<file path="config.mk">
export PLATFORM = sky130hd
export DESIGN_NAME = mbist_addr_scan_ctrl
export DESIGN_NICKNAME = d
export VERILOG_FILES = /design/src/rtl/mbist_pkg.sv /design/src/rtl/mbist_addr_scan_ctrl.sv
export SDC_FILE = /design/constraint.sdc
export NUM_CORES = 1
export LEC_CHECK = 0
export ABC_AREA = 1
export ABC_CLOCK_PERIOD_IN_PS = 1120
export CORE_MARGIN = 8
export CORE_UTILIZATION = 47
export DETAILED_ROUTE_END_ITERATION = 12
export PLACE_DENSITY = 0.84
export SYNTH_ARGS = -nofsm -noshare
export SYNTH_HDL_FRONTEND = slang
export SYNTH_SLANG_ARGS = --single-unit
export TNS_END_PERCENT = 30
</file>
<file path="constraint.sdc">
create_clock -name clk -period 1.12 [get_ports clk]
set_input_delay 0.168 -clock clk [delete_from_list [all_inputs] [get_ports clk]]
set_output_delay 0.168 -clock clk [all_outputs]
set_load 0.005 [all_outputs]
</file>
<file path="src/rtl/mbist_pkg.sv">
// Shared MBIST definitions: scan-host FSM state encoding.
package mbist_pkg;

  typedef enum logic [1:0] {
    StIdle  = 2'd0,
    StShift = 2'd1,
    StLoad  = 2'd2,
    StDone  = 2'd3
  } scan_state_e;

endpackage

</file>
<file path="src/rtl/mbist_addr_scan_ctrl.sv">
// Scan-chain host for the MBIST address generator start/end chain. Shifts a new
// {start,end} pair in LSB-of-end first while capturing the old chain contents from
// sdo, then optionally pulses bist_load and reports read-back data with cfg_done.
module mbist_addr_scan_ctrl
  import mbist_pkg::*;
#(
  parameter int unsigned BIST_ADDR_WD = 9
) (
  input  logic                    clk,
  input  logic                    rst_n,
  input  logic                    cfg_req,
  input  logic [BIST_ADDR_WD-1:0] cfg_start_addr,
  input  logic [BIST_ADDR_WD-1:0] cfg_end_addr,
  input  logic                    cfg_load_en,
  output logic                    cfg_busy,
  output logic                    cfg_done,
  output logic [BIST_ADDR_WD-1:0] rd_start_addr,
  output logic [BIST_ADDR_WD-1:0] rd_end_addr,
  output logic                    bist_shift,
  output logic                    bist_load,
  output logic                    sdi,
  input  logic                    sdo
);

  localparam int unsigned CHAIN_LEN = 2 * BIST_ADDR_WD;
  localparam int unsigned CntW      = $clog2(CHAIN_LEN + 1);
  localparam int unsigned W         = BIST_ADDR_WD;

  scan_state_e           state_q, state_d;
  logic [CntW-1:0]       cnt_q, cnt_d;
  logic [CHAIN_LEN-1:0]  tx_sr_q, tx_sr_d;
  logic [CHAIN_LEN-1:0]  cap_sr_q, cap_sr_d;
  logic                  load_en_q, load_en_d;
  logic [W-1:0]          rd_start_q, rd_start_d;
  logic [W-1:0]          rd_end_q, rd_end_d;
  logic                  shift_q, shift_d;
  logic                  load_q, load_d;
  logic                  done_q, done_d;
  logic                  busy_q, busy_d;

  // Next-state logic: FSM, shift registers, counter and registered outputs.
  always_comb begin
    state_d    = state_q;
    cnt_d      = cnt_q;
    tx_sr_d    = tx_sr_q;
    cap_sr_d   = cap_sr_q;
    load_en_d  = load_en_q;
    rd_start_d = rd_start_q;
    rd_end_d   = rd_end_q;

    unique case (state_q)
      StIdle: begin
        if (cfg_req) begin
          tx_sr_d   = {cfg_start_addr, cfg_end_addr};
          load_en_d = cfg_load_en;
          cnt_d     = '0;
          state_d   = StShift;
        end
      end
      StShift: begin
        tx_sr_d  = {1'b0, tx_sr_q[CHAIN_LEN-1:1]};
        // sdo is the old chain bit presented this cycle, before the generator shifts.
        cap_sr_d = {sdo, cap_sr_q[CHAIN_LEN-1:1]};
        cnt_d    = cnt_q + CntW'(1);
        if (cnt_q == CntW'(CHAIN_LEN - 1)) begin
          state_d = StLoad;
        end
      end
      StLoad: begin
        rd_start_d = cap_sr_q[CHAIN_LEN-1:W];
        rd_end_d   = cap_sr_q[W-1:0];
        state_d    = StDone;
      end
      StDone: begin
        state_d = StIdle;
      end
      default: begin
        state_d = StIdle;
      end
    endcase

    // Outputs are decoded from the next state so they come straight from flops.
    shift_d = (state_d == StShift);
    load_d  = (state_d == StLoad) && load_en_d;
    done_d  = (state_d == StDone);
    busy_d  = (state_d != StIdle);
  end

  // State and datapath registers with asynchronous active-low reset.
  always_ff @(posedge clk or negedge rst_n) begin
    if (!rst_n) begin
      state_q    <= StIdle;
      cnt_q      <= '0;
      tx_sr_q    <= '0;
      cap_sr_q   <= '0;
      load_en_q  <= 1'b0;
      rd_start_q <= '0;
      rd_end_q   <= '0;
      shift_q    <= 1'b0;
      load_q     <= 1'b0;
      done_q     <= 1'b0;
      busy_q     <= 1'b0;
    end else begin
      state_q    <= state_d;
      cnt_q      <= cnt_d;
      tx_sr_q    <= tx_sr_d;
      cap_sr_q   <= cap_sr_d;
      load_en_q  <= load_en_d;
      rd_start_q <= rd_start_d;
      rd_end_q   <= rd_end_d;
      shift_q    <= shift_d;
      load_q     <= load_d;
      done_q     <= done_d;
      busy_q     <= busy_d;
    end
  end

  // Output mapping; sdi is forced low outside shifting.
  always_comb begin
    cfg_busy      = busy_q;
    cfg_done      = done_q;
    rd_start_addr = rd_start_q;
    rd_end_addr   = rd_end_q;
    bist_shift    = shift_q;
    bist_load     = load_q;
    sdi           = shift_q & tx_sr_q[0];
  end

endmodule

</file>
### Word level (Yosys, flattened, before mapping)

Cells that the tools add are included.

| storage, ports and cells | value |
|---|---|
| logic and storage cells | 35 |
| register bits | 66 |
| bits of input ports | 23 |

| cells by class | value |
|---|---|
| reduce and logical (&&, ||, !) cells | 5 |
| add/subtract/negate cells | 1 |
| mux-type cells | 9 |
| eq/ne operators | 8 |
| bitwise logic cells | 1 |

Operator list:

| kind | count |
|---|---|
| one-hot mux 18 bit (2 select lines) | 1 |
| 2-to-1 mux 18 bit | 1 |
| one-hot mux 5 bit (2 select lines) | 1 |
| equality test 2 bit (second input constant) | 4 |
| one-hot mux 2 bit (4 select lines) | 1 |
| adder 5 x 1 -> 5 bit (second input constant) | 1 |
| equality test 5 bit (second input constant) | 1 |
| 2-to-1 mux 5 bit | 1 |
| equality test 2 x 1 -> 1 bit (second input constant) | 2 |
| 2-to-1 mux 2 bit | 2 |
| nonzero test 2 bit | 2 |
| zero test 2 bit | 1 |
| 2-to-1 mux 1 bit | 2 |
| inequality test 2 bit (second input constant) | 1 |
| AND reduction 2 bit | 1 |
| bitwise AND 1 bit | 1 |
| logical AND 1 bit | 1 |

### Longest topological paths before layout

Gate-level depths: netlist of run 1.

| depth | value |
|---|---|
| word-level depth | 5 |
| mapped depth | 7 |

### Worst setup path before layout of run 1

Ideal clock, no wire load.

| path | value |
|---|---|
| path kind | reg2reg |
| from | reg state_q[0] |
| to | reg tx_sr_q[11] |
| cell stages (with the launch flop) | 7 |
| arrival time | 1.018 ns |
| path buffers | 1 |
| setup slack | 0.034 ns |
| period minus slack after synthesis | 1.086 ns |
| data required time | 1.052 ns |
| setup time | 0.068 ns |
| path through | dfrtp_1 > nor2_1 > nand2_1 > inv_2 > buf_4 > nand2_1 > nand3_1 |

| between the ends | value |
|---|---|
| cells in the longest elaborated chain, start to end | 3 |
| elaborated cells between the ends (all ways) | 6 |
| classes of those cells | 2 x eq/ne; 1 x mux; 3 x reduce/logical |

Ends and longest elaborated chain:

| what | line | RTL |
|---|---|---|
| start, declared | mbist_addr_scan_ctrl.sv:29 | `scan_state_e state_q, state_d;` |
| start signal, assigned | mbist_addr_scan_ctrl.sv:92 | `state_q <= StIdle;` |
| start signal, assigned | mbist_addr_scan_ctrl.sv:104 | `state_q <= state_d;` |
| equality test 2 x 1 -> 1 bit or zero test 2 bit (tied branches) | mbist_addr_scan_ctrl.sv:51 | `unique case (state_q)` |
| nonzero test 2 bit (no line) or inequality test 2 bit (tied branches) | -- |  |
| AND reduction 2 bit (no line) | -- |  |
| end signal, assigned | mbist_addr_scan_ctrl.sv:106 | `tx_sr_q <= tx_sr_d;` |
| end, declared | mbist_addr_scan_ctrl.sv:31 | `logic [CHAIN_LEN-1:0] tx_sr_q, tx_sr_d;` |

Several ways; a longest one is shown, not always the timed one.
A chain may end at the register's enable or synchronous reset.

### Final worst setup path of run 1

| path | value |
|---|---|
| from | reg state_q[0] |
| to | reg cnt_q[0] |

| between the ends | value |
|---|---|
| cells in the longest elaborated chain, start to end | 3 |
| elaborated cells between the ends (all ways) | 6 |
| classes of those cells | 2 x eq/ne; 1 x mux; 3 x reduce/logical |

Ends and longest elaborated chain:

| what | line | RTL |
|---|---|---|
| equality test 2 x 1 -> 1 bit or zero test 2 bit (tied branches) | mbist_addr_scan_ctrl.sv:51 |  |
| nonzero test 2 bit (no line) or inequality test 2 bit (tied branches) | -- |  |
| AND reduction 2 bit (no line) | -- |  |
| end signal, assigned | mbist_addr_scan_ctrl.sv:105 | `cnt_q <= cnt_d;` |
| end, declared | mbist_addr_scan_ctrl.sv:30 | `logic [CntW-1:0] cnt_q, cnt_d;` |

Several ways; a longest one is shown, not always the timed one.

==> results of run 1 <==
-- synthesized netlist by cell type --
cell type  number  share of area, %
inv_2           3              0.41
nand2_2         2              0.46
nor2_4          1              0.41
buf_6           3               1.2
nor2_2          1              0.23
clkbuf_1        3              0.41
buf_4           3              0.82
nor2_1          7              0.96
o21ai_2        10               3.2
buf_2           5              0.91
o22ai_1         1              0.23
nand2_1        95                13
dfrtp_1        66                60
ha_1            2              0.91
a21oi_1         1              0.18
nand3b_1        1              0.27
inv_1          26               3.6
nand3_1        40               7.3
o21ai_0        25               4.6
nand4_1         2              0.46
-- tightest hold or removal path: cells and delay by family --
kind	cells	cell delay (ps)
buffers and inverters	3	920
-- path summary, 6_finish.rpt --
kind,start,end,slack (ps),cells after the start
min reg2reg,tx_sr_q[17],tx_sr_q[17],480,2
min in group clk,cfg_end_addr[0],tx_sr_q[0],390,3
max in group asynchronous,rst_n,state_q[0],430,3
max reg2reg,state_q[0],cnt_q[0],6,5
min,rst_n,tx_sr_q[0],360,3
max,state_q[0],cnt_q[0],6,5
-- metrics by stage --
step           instance area [um2]  power (mW)
5_1_grt                       3610        10.6
3_3_place_gp                  3330        7.42
2_1_floorplan                 2740        5.96
6_report                      3610        9.83
3_5_place_dp                  3330        7.60
4_1_cts                       3540        9.33
-- state kept, by name, indices dropped and copies added, names as in the netlist --
register,flops
cfg_done,1
rd_end_addr,9
cnt_q,5
rd_start_addr,9
bist_shift,1
state_q,2
tx_sr_q,18
bist_load,1
cfg_busy,1
cap_sr_q,18
load_en_q,1
-- area by class of cell --
| class | count | area share (%) |
|---|---|---|
| Clock inverter | 4 | 0.762 |
| Sequential cell | 66 | 45.8 |
| Multi-Input combinational cell | 188 | 26.1 |
| Tap cell | 72 | 2.49 |
| Clock buffer | 12 | 4.02 |
| Inverter | 29 | 3.29 |
| Timing Repair Buffer | 67 | 17.5 |
-- what timing repair did --
action | 4_1_cts | 5_1_grt
hold buffers | 1 | 0
endpoints found under the hold margin | 66 | 0
resized for setup | 56 | 54
gates cloned | 0 | 2
pin swaps | 0 | 2
buffers inserted | 4 | 2
setup endpoints to repair | 55 | 81
-- cell usage in the layout (no fill, tap or decap), types with 2 or more instances in the layout --
cell	Yosys	layout
buf_12	0	6
nand4_1	2	2
clkbuf_1	3	2
dfrtp_1	66	64
nand3_1	40	39
buf_2	5	4
clkdlybuf4s15_1	0	2
nor2_1	7	5
o21ai_0	25	19
clkbuf_2	0	18
o21ai_2	10	10
clkbuf_8	0	10
nor2_2	1	3
dfrtp_2	0	2
inv_2	3	3
clkbuf_16	0	2
o21ai_1	0	6
clkdlybuf4s50_1	0	21
buf_6	3	2
nand2_2	2	5
clkinvlp_4	0	3
inv_1	26	23
buf_4	3	10
nand2_1	95	90
inv_4	0	2
-- power groups by stage --
stage | Combinational, mW | Sequential, mW | Clock (mW)
after detailed placement | 3.53 | 4.07 | 0
after global routing | 4.49 | 4.22 | 1.92
after CTS | 3.50 | 4.05 | 1.78
after global placement | 3.38 | 4.04 | 0
final | 4.00 | 4.09 | 1.75
after floorplan | 1.99 | 3.97 | 0
-- cell families after synthesis --
logic type	after synthesis
AND/OR/NAND/NOR	149
AO/OA/AOI/OAI	37
flip-flops	66
adder cells (fa/ha/maj)	2
buffers and inverters	43
-- metal layers --
| layer | vias to the layer above | wire (um) | global-route usage, % |
|---|---|---|---|
| met4 | 0 | 124 | 7.11 |
| met5 | - | 0 | 0 |
| met1 | 1076 | 2690 | 17.9 |
| li1 | 1070 | - | - |
| met2 | 59 | 2970 | 21.8 |
| met3 | 11 | 333 | 4.24 |
==> out/metrics.yaml, run 1 <==
timing:
  finClkSkew_ps: 11.0
  worst_slew_pin_slew_ps: 355
  setup_slack_ps: 5.68
  fin_tns_setup_ps: 0
  min_period_ps: 1110
  rsz0062_at_grt: "yes"
  finalCritPeriodShare_pct: 99.5
  drv_slew: 0
  setup-violations-final: 0
  hold_slack_ps: 361
  finalHoldViolCount: 0
  fmax_mhz: 897
  slew_headroom_pct: 76.3
global_routing:
  grt_pass1_wl_um: 9910
  grt_max_degree: 67
  overflow: 0
  antenna_found_initial: 0
  grt_pass1_vias: 2180
  grt_use_total_pct: 14.2
critical_path:
  cp.arrival_ps: 1380
  crit_path_cell_trace: "buf_6 -> nand2_8 -> nand2_2 -> buf_4 -> a21oi_1"
  cp.required_ps: 1380
  cp-end-kind: "register"
  crit_path_max_fanout: 6
  critPathLaunchType: "register"
  path_class: "reg -> reg"
  cp_slowest_cell: "dfrtp_2"
  path_buf_inv: 2
  critical_path.top_delay_family: "flip-flops"
  slowest_delay_ps: 450
power_and_ir_drop:
  switching_share_pct: 36.8
  power.internal_mw: 6.22
  power_frac_seq_pct: 41.6
  p_leak_nw: 1.75
  p_per_area_nw_per_um2: 2720
  p_comb_share_pct: 40.6
  clkPwrFrac_pct: 17.8
  switchingPower_mw: 3.61
  irDropWorstVdd_mv: 1.14
die:
  io_pins: 46
  dieHeight_um: 92.3
  initial_core_util_pct: 49.1
  die_area_um2: 8520
  die_w_um: 92.3
  rows: 27
  coreArea_um2: 5570
final_layout:
  fillers: 428
  area_growth_pct: 32.1
  register_area_um2: 1650
  stdcell_count: 438
  drive_above_1_share_pct: 24.6
  num-nets-final: 386
  n_antenna_cell: 0
  final_core_util_pct: 64.8
  multi_input_area_um2: 945
detailed_routing:
  vias: 2216
  drt_iter0_markers: 187
  avgViaCountPerCell: 5.06
  drt-total-wl_um: 6110
  remaining_drc_errors: 0
  wl_per_cell_um: 14.0
  ant_nets: 0
  dr.pass1.iters: 4
yosys:
  ys_ff_latch: 66
  synth-simple-area-share_pct: 23.1
  synth-adder-area-share_pct: 0.915
  yosysUniqueCellTypes: 20
  synth-compound-area-share_pct: 8.19
  synth_mux_area_share_pct: 0
  yosysSeqAreaShare_pct: 60.4
  avgSynthCellArea_um2: 9.21
  synthXorXnorAreaFrac_pct: 0
  synth_top_family_by_area: "simple AND/OR/NAND/NOR gates"
  syn_inst: 297
  yosys_warnings: 0
  synth_nets: 322
  synthesis.area_um2: 2740
job:
  drv_cap: 0
clocking:
  cts_tree: "built"
  clock_latency_ps: 340
  clk_pin_slew_ps: 70
  cts_sinks: 66
  cts-root-buf: "clkbuf_8"
  htree_num_levels: 3
  cts_buffers: 9
  cts_max_path_buffers: 2
placement:
  place_congestion: 0.794
  dpl_worst_slack_ps: -191
  port_buffers: 45
  dpl.hpwl_um: 3850
  dp.cells: 413
worst_hold_path:
  hp-class: "in -> async"
outcome:
  status: "complete, no violations"
Note: power is estimated with default switching activity, not from simulation.
==> inputs of run 2 (changes only) <==
--- a/config.mk
+++ b/config.mk
@@ -7,7 +7,7 @@
 export LEC_CHECK = 0
 export ABC_AREA = 1
 export ABC_CLOCK_PERIOD_IN_PS = 1120
-export CORE_MARGIN = 8
+export CORE_MARGIN = 3
 export CORE_UTILIZATION = 47
 export DETAILED_ROUTE_END_ITERATION = 12
 export PLACE_DENSITY = 0.84
==> run 2 against run 1 <==
Compared with the run above:
- highest routed layer unchanged
- die area fell by 20%
- clock-buffer cell count down 1
- the flow now finishes with violations (negative setup slack)
- flip-flop and latch count did not move
- clock skew fell by 4.5 ps
==> out/metrics.yaml, run 2 (same netlist as run 1, synthesis figures left out) <==
final_layout:
  final_cell_mix: "nand2_1 (93), dfrtp_1 (64), nand3_1 (39)"
  top_regs: "cap_sr_q (18), tx_sr_q (18)"
  n_antenna_cell: 0
  mostFrequentLayoutCell: "nand2_1"
  num-nets-final: 393
  drive_above_1_share_pct: 23.6
  final_core_util_pct: 66.5
  fillers: 432
  area_growth_pct: 35.6
  finalInstanceArea_um2: 3710
clocking:
  cts-root-buf: "clkbuf_8"
  clock_latency_ps: 330
  cts_tree: "built"
  cts_sinks: 66
  cts_buffers: 9
  htree_num_levels: 3
  clk_pin_slew_ps: 70
  cts_max_path_buffers: 2
detailed_routing:
  drt-total-wl_um: 6200
  vias: 2278
  dr.pass1.iters: 4
  remaining_drc_errors: 0
  wl_per_cell_um: 13.9
  ant_nets: 0
  avgViaCountPerCell: 5.12
  drt_iter0_markers: 185
critical_path:
  cp.arrival_ps: 1390
  critPathLaunch: "cnt_q[1]"
  cp-end-kind: "register"
  crit_path_max_fanout: 3
  slowest_delay_ps: 410
  critical_path.top_delay_family: "flip-flops"
  path_class: "reg -> reg"
  crit_path_cell_trace: "inv_1 -> ha_1 -> nand2_1 -> inv_1 -> nand3_1 -> nand2_1 -> nor2_1"
  reg2reg_from: "cnt_q[1]"
  cp_slowest_cell: "dfrtp_1"
  critPathLaunchType: "register"
  path_buf_inv: 2
  cp.required_ps: 1350
die:
  die_area_um2: 6770
  die_w_um: 82.3
  initial_core_util_pct: 49.1
  dieHeight_um: 82.3
  io_pins: 46
  rows: 27
  coreArea_um2: 5570
timing:
  min_period_ps: 1160
  fmax_mhz: 863
  drv_slew: 0
  fin_tns_setup_ps: -97.9
  worst_slew_pin_slew_ps: 279
  slew_headroom_pct: 81.4
  finalHoldViolCount: 0
  finalCritPeriodShare_pct: 103
  setup_slack_ps: -38.6
  finClkSkew_ps: 6.47
  rsz0062_at_grt: "yes"
  setup-violations-final: 9
global_routing:
  overflow: 0
  grt_max_degree: 35
  grt_use_total_pct: 17.8
  antenna_found_initial: 0
  grt_pass1_vias: 2026
  grt_pass1_wl_um: 9000
job:
  drv_cap: 0
power_and_ir_drop:
  irDropWorstVdd_mv: 1.37
  p_per_area_nw_per_um2: 2700
  p_leak_nw: 1.81
placement:
  dpl.hpwl_um: 3960
  port_buffers: 45
  place_area_um2: 3370
  place_congestion: 0.795
worst_hold_path:
  hp-class: "in -> async"
outcome:
  status: "finished, violations left"
  violations: "negative setup slack"
[run 2: per-stage QoR]
stage,total power [mW],hold WS (ps),setup slack [ps],instances
finish,10.0,215,-38.6,445
global route,10.7,230,-101,445
CTS,9.66,212,-81.3,439
detailed placement,7.68,30.1,-212,414
global placement,7.48,30.4,-129,414
floorplan,5.96,-128,34.0,297
[run 2: timing repair]
item                                    4_1_cts  5_1_grt
pin swaps                                     1        4
endpoints found under the setup margin       47       79
gates resized for setup                      54       38
hold buffers                                  1        0
gates cloned                                  0        2
hold endpoints to repair                     66        0
setup buffers                                 8        4
[run 2: layout make-up]
type	instances	area (um2)	area share, %
Inverter	29	121	3.27
Multi-Input combinational cell	188	936	25.2
Sequential cell	66	1650	44.6
Clock inverter	5	55.1	1.48
Tap cell	72	90.1	2.43
Timing Repair Buffer	74	721	19.4
Clock buffer	11	131	3.54
[run 2: path summary, 6_finish.rpt]
| kind | to | slack, ps | depth (start not counted) |
|---|---|---|---|
| min in group clk | tx_sr_q[12] | 390 | 3 |
| max | bist_shift | -40 | 7 |
| min reg2reg | rd_end_addr[0] | 480 | 2 |
| max in group asynchronous | state_q[0] | 470 | 3 |
| max reg2reg | bist_shift | -40 | 7 |
| min | tx_sr_q[0] | 210 | 2 |
[run 2: layer usage]
layer / GRT usage, % / wire, um / vias up
met5: 0 / 0 / -
met4: 7.64 / 173 / 0
met3: 4.23 / 276 / 13
met2: 27.6 / 3110 / 78
met1: 23.8 / 2650 / 1097
li1: - / - / 1090
[run 2: report_power, final]
part	total [mW]	internal, mW	switching, mW
registers	4.09	3.43	0.662
logic	4.02	1.93	2.09
clock network	1.89	1.02	0.871
total	10.0	6.38	3.63
